==> config.mk <==
export PLATFORM = sky130hd
export DESIGN_NAME = temp_avg_filter
export DESIGN_NICKNAME = d
export VERILOG_FILES = /design/src/rtl/temp_avg_filter_pkg.sv /design/src/rtl/temp_avg_filter_ring.sv /design/src/rtl/temp_avg_filter.sv
export SDC_FILE = /design/constraint.sdc
export NUM_CORES = 1
export LEC_CHECK = 0
export ABC_CLOCK_PERIOD_IN_PS = 5250
export BUFFER_PORTS_ARGS = -buffer_cell sky130_fd_sc_hd__buf_4
export CAP_MARGIN = 20
export CELL_PAD_IN_SITES_DETAIL_PLACEMENT = 0
export CELL_PAD_IN_SITES_GLOBAL_PLACEMENT = 1
export CORE_ASPECT_RATIO = 0.6
export CORE_MARGIN = 5
export CORE_UTILIZATION = 51
export CTS_CLUSTER_DIAMETER = 150
export DETAILED_ROUTE_END_ITERATION = 8
export PLACE_DENSITY_LB_ADDON = 0.05
export SLEW_MARGIN = 0
export SYNTH_ARGS = -nofsm -noshare
export SYNTH_HDL_FRONTEND = slang
export SYNTH_SLANG_ARGS = --single-unit
==> constraint.sdc <==
create_clock -name clk -period 5.25 [get_ports clk]
set_input_delay 1.05 -clock clk [delete_from_list [all_inputs] [get_ports clk]]
set_output_delay 1.05 -clock clk [all_outputs]
set_load 0.005 [all_outputs]
==> src/rtl/temp_avg_filter_pkg.sv <==
// Shared state encoding, widths and sign-magnitude helpers for the
// temperature moving-average filter.
package temp_filter_pkg;

    localparam int DEFAULT_DIN_W = 21;
    // Helpers work at a fixed generous width; callers size-cast in and out.
    localparam int MAX_W = 32;

    typedef enum logic [1:0] {
        EMPTY,
        FILL,
        FULL
    } state_t;

    function automatic logic signed [MAX_W-1:0] sm_to_tc(input logic [MAX_W-1:0] mag,
                                                          input logic sign);
        return sign ? -$signed(mag) : $signed(mag);
    endfunction

    function automatic logic [MAX_W-1:0] tc_mag(input logic signed [MAX_W-1:0] v);
        return v[MAX_W-1] ? $unsigned(-v) : $unsigned(v);
    endfunction

    // Only strictly negative values report a sign, so zero is never negative.
    function automatic logic tc_sign(input logic signed [MAX_W-1:0] v);
        return v[MAX_W-1];
    endfunction

    function automatic int round_const(input int log2);
        return 1 << (log2 - 1);
    endfunction

endpackage

==> src/rtl/temp_avg_filter_ring.sv <==
// Window history for the moving-average filter: one write port, an
// asynchronous read at the same pointer, and a synchronous clear.
module temp_avg_ring #(
    parameter int W          = 22,
    parameter int DEPTH_LOG2 = 3
) (
    input  logic                  clk,
    input  logic                  rst_n,
    input  logic                  clr,
    input  logic                  we,
    input  logic [DEPTH_LOG2-1:0] ptr,
    input  logic [W-1:0]          wdata,
    output logic [W-1:0]          rdata
);

    localparam int DEPTH = 1 << DEPTH_LOG2;

    logic [W-1:0] mem [DEPTH];

    always_ff @(posedge clk) begin
        if (!rst_n || clr) begin
            for (int i = 0; i < DEPTH; i++) begin
                mem[i] <= '0;
            end
        end else if (we) begin
            mem[ptr] <= wdata;
        end
    end

    assign rdata = mem[ptr];

endmodule

==> src/rtl/temp_avg_filter.sv <==
// Sliding-window moving average over sign-magnitude temperature samples.
// Define TEMP_AVG_SPIKE_REJECT_EN to add outlier rejection and spike_rej.
module temp_avg_filter
    import temp_filter_pkg::*;
#(
    parameter int DIN_W    = DEFAULT_DIN_W,
    parameter int AVG_LOG2 = 3,
    parameter int SPIKE_TH = 20000,
    parameter int MAX_REJ  = 3
) (
    input  logic             clk,
    input  logic             rst_n,
    input  logic [DIN_W-1:0] din,
    input  logic             din_sign,
    input  logic             din_vld,
    input  logic             clr,
    output logic [DIN_W-1:0] dout,
    output logic             dout_sign,
    output logic             dout_vld
`ifdef TEMP_AVG_SPIKE_REJECT_EN
    ,
    output logic             spike_rej
`endif
);

    localparam int W1    = DIN_W + 1;
    localparam int ACC_W = W1 + AVG_LOG2;
    localparam int N     = 1 << AVG_LOG2;
    localparam int CNT_W = AVG_LOG2 + 1;

    if (AVG_LOG2 < 1 || AVG_LOG2 > 5 || W1 > MAX_W || MAX_REJ < 1 || SPIKE_TH < 0) begin : g_bad_params
        $error("temp_avg_filter: illegal parameter set");
    end

    state_t                    state, state_next;
    logic [AVG_LOG2-1:0]       wr_ptr;
    logic [CNT_W-1:0]          count;
    logic signed [ACC_W-1:0]   sum;
    logic signed [ACC_W-1:0]   rounded;
    logic signed [W1-1:0]      avg_now;
    logic signed [W1-1:0]      oldest;

    logic                      s1_vld;
    logic signed [W1-1:0]      s1_neg;
    logic                      s2_vld, s2_pass, s2_rej;
    logic signed [W1-1:0]      s2_val;
    logic                      s3_vld, s3_rej;
    logic signed [W1-1:0]      s3_val;

    logic                      pass_thru, reject, wr_en;

    assign rounded = sum + ACC_W'(round_const(AVG_LOG2));
    assign avg_now = W1'(rounded >>> AVG_LOG2);

    always_ff @(posedge clk) begin
        if (!rst_n || clr) begin
            s1_vld <= 1'b0;
            s1_neg <= '0;
        end else begin
            s1_vld <= din_vld;
            if (din_vld) begin
                s1_neg <= W1'(sm_to_tc(MAX_W'(din), din_sign));
            end
        end
    end

    // The oldest entry is read in the same cycle it is overwritten, which
    // keeps back-to-back samples free of pointer hazards.
    temp_avg_ring #(
        .W          (W1),
        .DEPTH_LOG2 (AVG_LOG2)
    ) u_ring (
        .clk   (clk),
        .rst_n (rst_n),
        .clr   (clr),
        .we    (wr_en),
        .ptr   (wr_ptr),
        .wdata (s1_neg),
        .rdata (oldest)
    );

`ifdef TEMP_AVG_SPIKE_REJECT_EN
    localparam int W2    = W1 + 1;
    localparam int REJ_W = $clog2(MAX_REJ + 1);

    logic [REJ_W-1:0]     rej_cnt;
    logic signed [W2-1:0] diff;
    logic                 out_of_band;

    assign diff        = W2'(s1_neg) - W2'(avg_now);
    assign out_of_band = (diff > W2'(SPIKE_TH)) || (diff < -W2'(SPIKE_TH));

    always_ff @(posedge clk) begin
        if (!rst_n || clr) begin
            rej_cnt <= '0;
        end else if (s1_vld) begin
            rej_cnt <= reject ? rej_cnt + REJ_W'(1) : '0;
        end
    end
`endif

    always_ff @(posedge clk) begin
        if (!rst_n || clr) begin
            state <= EMPTY;
        end else begin
            state <= state_next;
        end
    end

    always_comb begin
        state_next = state;
        if (wr_en && state != FULL) begin
            state_next = (count == CNT_W'(N - 1)) ? FULL : FILL;
        end
    end

    always_comb begin
        pass_thru = (state != FULL) && (count < CNT_W'(N - 1));
        reject    = 1'b0;
`ifdef TEMP_AVG_SPIKE_REJECT_EN
        reject    = (state == FULL) && out_of_band && (rej_cnt < REJ_W'(MAX_REJ));
`endif
        wr_en     = s1_vld && !clr && !reject;
    end

    always_ff @(posedge clk) begin
        if (!rst_n || clr) begin
            sum     <= '0;
            wr_ptr  <= '0;
            count   <= '0;
            s2_vld  <= 1'b0;
            s2_pass <= 1'b0;
            s2_rej  <= 1'b0;
            s2_val  <= '0;
        end else begin
            s2_vld <= s1_vld;
            if (s1_vld) begin
                s2_val  <= s1_neg;
                s2_pass <= pass_thru;
                s2_rej  <= reject;
            end
            if (wr_en) begin
                sum    <= sum + ACC_W'(s1_neg) - ACC_W'(oldest);
                wr_ptr <= wr_ptr + AVG_LOG2'(1);
                if (count != CNT_W'(N)) begin
                    count <= count + CNT_W'(1);
                end
            end
        end
    end

    always_ff @(posedge clk) begin
        if (!rst_n || clr) begin
            s3_vld <= 1'b0;
            s3_rej <= 1'b0;
            s3_val <= '0;
        end else begin
            s3_vld <= s2_vld;
            if (s2_vld) begin
                s3_rej <= s2_rej;
                s3_val <= s2_pass ? s2_val : avg_now;
            end
        end
    end

    // A rejected sample still strobes, but the previous reading is held.
    always_ff @(posedge clk) begin
        if (!rst_n) begin
            dout      <= '0;
            dout_sign <= 1'b0;
            dout_vld  <= 1'b0;
`ifdef TEMP_AVG_SPIKE_REJECT_EN
            spike_rej <= 1'b0;
`endif
        end else if (clr) begin
            dout_vld  <= 1'b0;
`ifdef TEMP_AVG_SPIKE_REJECT_EN
            spike_rej <= 1'b0;
`endif
        end else begin
            dout_vld <= s3_vld;
            if (s3_vld && !s3_rej) begin
                dout      <= DIN_W'(tc_mag(MAX_W'(s3_val)));
                dout_sign <= tc_sign(MAX_W'(s3_val));
            end
`ifdef TEMP_AVG_SPIKE_REJECT_EN
            spike_rej <= s3_vld && s3_rej;
`endif
        end
    end

endmodule

==> report_table.html <==
<table>
<tr><th>Metric</th><th>Value</th></tr>
<tr><th colspan="2">Outcome</th></tr>
<tr><td>Run status</td><td>complete, no violations</td></tr>
<tr><th colspan="2">Worst hold path</th></tr>
<tr><td>Worst Hold Class</td><td>reg2reg</td></tr>
<tr><td>Hold path startpoint</td><td>dout[19]</td></tr>
<tr><td>Worst hold path stage count</td><td>2</td></tr>
<tr><td>End of the worst hold path</td><td>dout[19]</td></tr>
<tr><th colspan="2">Layout</th></tr>
<tr><td>Register cell area after layout</td><td>7890 um2</td></tr>
<tr><td>Number of nets in the layout</td><td>1,529</td></tr>
<tr><td>Share of the core filled with cells</td><td>57.2%</td></tr>
<tr><td># fillers</td><td>2,672</td></tr>
<tr><td>Layout Area Growth over Synthesis</td><td>11.6%</td></tr>
<tr><td>Antenna diode instance count</td><td>0</td></tr>
<tr><td>Fraction of final layout cells with drive strength greater than 1</td><td>15.3%</td></tr>
<tr><td>Area occupied by multi-input gates</td><td>7240 um2</td></tr>
<tr><th colspan="2">CTS</th></tr>
<tr><td>Clk buf depth</td><td>3</td></tr>
<tr><td>Clock tree from TritonCTS</td><td>yes</td></tr>
<tr><td>Clock slew at the register clock pins of the worst setup and hold paths</td><td>0.07 ns</td></tr>
<tr><td>Number of clock sinks seen by CTS</td><td>306</td></tr>
<tr><td>Clock latency of the later-clocked register in the worst-skew pair</td><td>0.57 ns</td></tr>
<tr><td>Number of clock buffers inserted by TritonCTS</td><td>30</td></tr>
<tr><td>Post-cts repair resize count</td><td>0</td></tr>
<tr><td>Post-CTS setup buffer count</td><td>0</td></tr>
<tr><td>H-tree levels</td><td>1</td></tr>
<tr><td>Clock Root Buffer</td><td>sky130_fd_sc_hd__clkbuf_16</td></tr>
<tr><td>Number of hold buffers added after cts</td><td>0</td></tr>
<tr><th colspan="2">Die</th></tr>
<tr><td>Total core area</td><td>30,900 um2</td></tr>
<tr><td>Die Footprint</td><td>34,800 um2</td></tr>
<tr><td>Number of placement rows</td><td>50</td></tr>
<tr><td>Height of the die</td><td>146 um</td></tr>
<tr><td>Io pins</td><td>49</td></tr>
<tr><td>Width of the chip</td><td>237 um</td></tr>
<tr><td>Starting density of the core</td><td>51.2%</td></tr>
<tr><th colspan="2">Pwr</th></tr>
<tr><td>Static leakage</td><td>6.57 nW</td></tr>
<tr><td>Power per standard cell area</td><td>309 nW/um2</td></tr>
<tr><td>Total power draw</td><td>5.46 mW</td></tr>
<tr><td>Maximum resistive drop on vdd</td><td>0.000213 V</td></tr>
<tr><th colspan="2">Setup path</th></tr>
<tr><td>CP Cell Sequence</td><td>buf_12, mux4_2, mux2_2, fa_1, inv_1, ha_1, nand3_1, a211oi_1, nor2_1, a31oi_1, a41oi_1, xor2_1, a21oi_1</td></tr>
<tr><td>Largest driver fanout on the critical path</td><td>20</td></tr>
<tr><td>CP startpoint kind</td><td>flop</td></tr>
<tr><td>Number of cells on the worst reg-to-reg path</td><td>13</td></tr>
<tr><td>Worst setup EP type</td><td>flop</td></tr>
<tr><td>Slowest library cell on the worst path</td><td>sky130_fd_sc_hd__dfxtp_2</td></tr>
<tr><td>Arrival time worst endpoint</td><td>5.13 ns</td></tr>
<tr><td>CP delay by family, top</td><td>compound AO/OA/AOI/OAI gates</td></tr>
<tr><td>Delay of the slowest cell on the worst path</td><td>0.75 ns</td></tr>
<tr><td>Reg2reg end</td><td>sum[23]</td></tr>
<tr><td>Flop2flop setup slack</td><td>0.53 ns</td></tr>
<tr><td>Data required, critical path</td><td>5.66 ns</td></tr>
<tr><td>Critical path buffer and inverter count</td><td>2</td></tr>
<tr><td>Category of the most critical setup path</td><td>reg2reg</td></tr>
<tr><th colspan="2">Placement</th></tr>
<tr><td>Weighted congestion reported at the end of routability-driven placement</td><td>0.916</td></tr>
<tr><td>HPWL after detailed placement</td><td>29.7 mm</td></tr>
<tr><td># port buffers</td><td>48</td></tr>
<tr><td>DP Worst Slack</td><td>0.590 ns</td></tr>
<tr><th colspan="2">Synthesis</th></tr>
<tr><td>Synth Cell Area</td><td>15,800 um2</td></tr>
<tr><td>Leading cell types by total area after synthesis</td><td>sky130_fd_sc_hd__edfxtp_1, sky130_fd_sc_hd__dfxtp_1, sky130_fd_sc_hd__mux4_2</td></tr>
<tr><td>Cell count after synthesis</td><td>1,440</td></tr>
<tr><td>Number of synthesized flops with an enable pin</td><td>176</td></tr>
<tr><td>Biggest area consumer among synthesized cells</td><td>sky130_fd_sc_hd__edfxtp_1</td></tr>
<tr><td>Most instantiated library cell after synthesis</td><td>sky130_fd_sc_hd__edfxtp_1</td></tr>
<tr><td>Top-area cell type share of the netlist area</td><td>33.4%</td></tr>
<tr><td>Sequential share of the synthesized area</td><td>49.8%</td></tr>
<tr><td>Proportion of synthesized flip-flops having asynchronous set or reset</td><td>0%</td></tr>
<tr><td>Distinct cells, synth</td><td>66</td></tr>
<tr><td>Mean area per synthesized cell</td><td>11.0 um2</td></tr>
<tr><td>Most common library cells after synthesis</td><td>sky130_fd_sc_hd__edfxtp_1, sky130_fd_sc_hd__dfxtp_1, sky130_fd_sc_hd__nor2_1</td></tr>
<tr><td>Number of synthesized register bits</td><td>306</td></tr>
<tr><td>Predominant post-synthesis flop cell</td><td>sky130_fd_sc_hd__edfxtp_1</td></tr>
<tr><td>Post-synth net total</td><td>1,521</td></tr>
<tr><td>Syn. warnings</td><td>0</td></tr>
<tr><th colspan="2">Global route</th></tr>
<tr><td>Pin count of the biggest net entering global routing</td><td>88</td></tr>
<tr><td>Via count of the first global-routing pass</td><td>10.8k</td></tr>
<tr><td>Antenna violations before repair</td><td>1</td></tr>
<tr><td>First-pass GRT wire length</td><td>68.9 mm</td></tr>
<tr><td>Gr ovfl total</td><td>0</td></tr>
<tr><td>Overall fraction of global-route tracks in use</td><td>25.6%</td></tr>
<tr><th colspan="2">Routing</th></tr>
<tr><td>Antenna violation net count after detailed routing</td><td>0</td></tr>
<tr><td>Post-detailed-route via-to-cell ratio</td><td>6.06</td></tr>
<tr><td>First drt pass iteration count</td><td>5</td></tr>
<tr><td>Mean routed wirelength per cell</td><td>23.6 um</td></tr>
<tr><td>Via Count</td><td>11.4k</td></tr>
<tr><td>Total length of routed wires</td><td>44.5 mm</td></tr>
<tr><td># DRC</td><td>0</td></tr>
<tr><td>Initial DRC count</td><td>1,289</td></tr>
<tr><th colspan="2">STA</th></tr>
<tr><td>Minimum setup slack in the final design</td><td>0.530 ns</td></tr>
<tr><td>Number of setup violations in the final report</td><td>0</td></tr>
<tr><td>Final-layout worst hold slack</td><td>0.473 ns</td></tr>
<tr><td>Slew at the pin closest to its max-slew limit</td><td>1.06 ns</td></tr>
<tr><td>Period utilization</td><td>89.9%</td></tr>
<tr><td>Worst clock skew</td><td>0.0142 ns</td></tr>
<tr><td>Total negative slack for setup checks</td><td>0 ns</td></tr>
<tr><td>RSZ-0062 raised after global routing</td><td>false</td></tr>
<tr><td>Final number of max-transition violations</td><td>0</td></tr>
<tr><td>Fmax achieved</td><td>212 MHz</td></tr>
<tr><td>Final Hold Fails</td><td>0</td></tr>
<tr><td>Min Clock Period, post-route</td><td>4.72 ns</td></tr>
<tr><td>Worst rel slew slack</td><td>28.9%</td></tr>
<tr><th colspan="2">Run</th></tr>
<tr><td>Max-cap violations</td><td>0</td></tr>
</table>
==> cell families (layout without fill, tap and decap cells) <==
| logic type | Yosys count | count (layout) | share of synthesized area (%) |
|---|---|---|---|
| and+or+nand+nor | 456 | 456 | 14.8 |
| DFF | 306 | 306 | 49.8 |
| buffers and inverters | 213 | 244 | 5.10 |
| AOI/OAI and AO/OA | 200 | 200 | 8.58 |
| muxes | 124 | 124 | 11.5 |
| xor gates and xnor gates | 86 | 86 | 4.76 |
| adders and majority gates | 55 | 55 | 5.48 |
==> where the power goes <==
group / internal [mW] / switching, mW
logic: 0.240 / 0.395
clock network: 1.25 / 0.921
registers: 2.60 / 0.0472
total: 4.09 / 1.36
==> cells in the final DEF, fill, tap and decap left out, types with 15 or more instances in the layout <==
cell type	Yosys	final
sky130_fd_sc_hd__mux2i_1	59	59
sky130_fd_sc_hd__xnor2_1	41	41
sky130_fd_sc_hd__edfxtp_1	176	176
sky130_fd_sc_hd__xor2_1	45	45
sky130_fd_sc_hd__nor2b_1	18	16
sky130_fd_sc_hd__nor4_1	94	93
sky130_fd_sc_hd__mux2_2	21	21
sky130_fd_sc_hd__buf_4	0	81
sky130_fd_sc_hd__mux4_2	44	44
sky130_fd_sc_hd__dfxtp_1	130	126
sky130_fd_sc_hd__nand2_1	76	74
sky130_fd_sc_hd__nor3_1	72	72
sky130_fd_sc_hd__ha_1	31	31
sky130_fd_sc_hd__and2_1	28	28
sky130_fd_sc_hd__o21ai_0	61	58
sky130_fd_sc_hd__nand3_1	21	21
sky130_fd_sc_hd__nor2_1	99	99
sky130_fd_sc_hd__fa_1	24	24
sky130_fd_sc_hd__inv_1	85	85
sky130_fd_sc_hd__a21oi_1	36	36
sky130_fd_sc_hd__clkbuf_16	0	31
sky130_fd_sc_hd__clkinv_1	20	21
sky130_fd_sc_hd__a211oi_1	15	15
==> worst max path at each step <==
stage          startpoint       to  slack, ns  cells after the start
5_1_grt              flop  sum[23]       0.23                     13
4_1_cts              flop  sum[23]       0.57                     13
3_3_place_gp         flop  sum[20]       0.75                     13
3_5_place_dp         flop  sum[23]       0.59                     13
2_1_floorplan        flop  sum[20]       1.05                     14
6_report             flop  sum[23]       0.53                     13
==> layout make-up <==
| cell class | count | area share, % |
|---|---|---|
| sequential | 306 | 44.7 |
| multi-input combinational | 921 | 40.9 |
| timing repair buffer | 83 | 3.67 |
| clock inverter | 8 | 0.503 |
| tap | 416 | 2.95 |
| clock buffer | 47 | 5.03 |
| inverter | 106 | 2.25 |
==> tightest hold or removal path, cell delays in order, from the launching register on <==
cell and delay, ns:
sky130_fd_sc_hd__dfxtp_1 0.31, sky130_fd_sc_hd__nand2_1 0.05, sky130_fd_sc_hd__o22ai_1 0.06
==> metal layers <==
metal	routed length (um)	track usage [%]
met5	0	0
met4	536	3.95
met3	4150	5.57
met2	17800	34.1
met1	22000	42.9
==> state kept, by name, indices dropped and copies added, names as in the netlist, named ones only <==
register and flops:
u_ring.mem 176, sum 25, s1_neg 22, s2_val 22, s3_val 22, dout 21, count 4, wr_ptr 3
state 2, dout_sign 1, dout_vld 1, s1_vld 1, s2_pass 1, s2_vld 1, s3_vld 1
==> per-stage QoR <==
| stage | instances | instance area [um2] |
|---|---|---|
| after floorplan | 1440 | 15800 |
| after global placement | 1832 | 16700 |
| after detailed placement | 1832 | 16700 |
| after CTS | 1887 | 17700 |
| after global routing | 1887 | 17700 |
| final | 1887 | 17700 |
(Power assumes the default switching activity.)
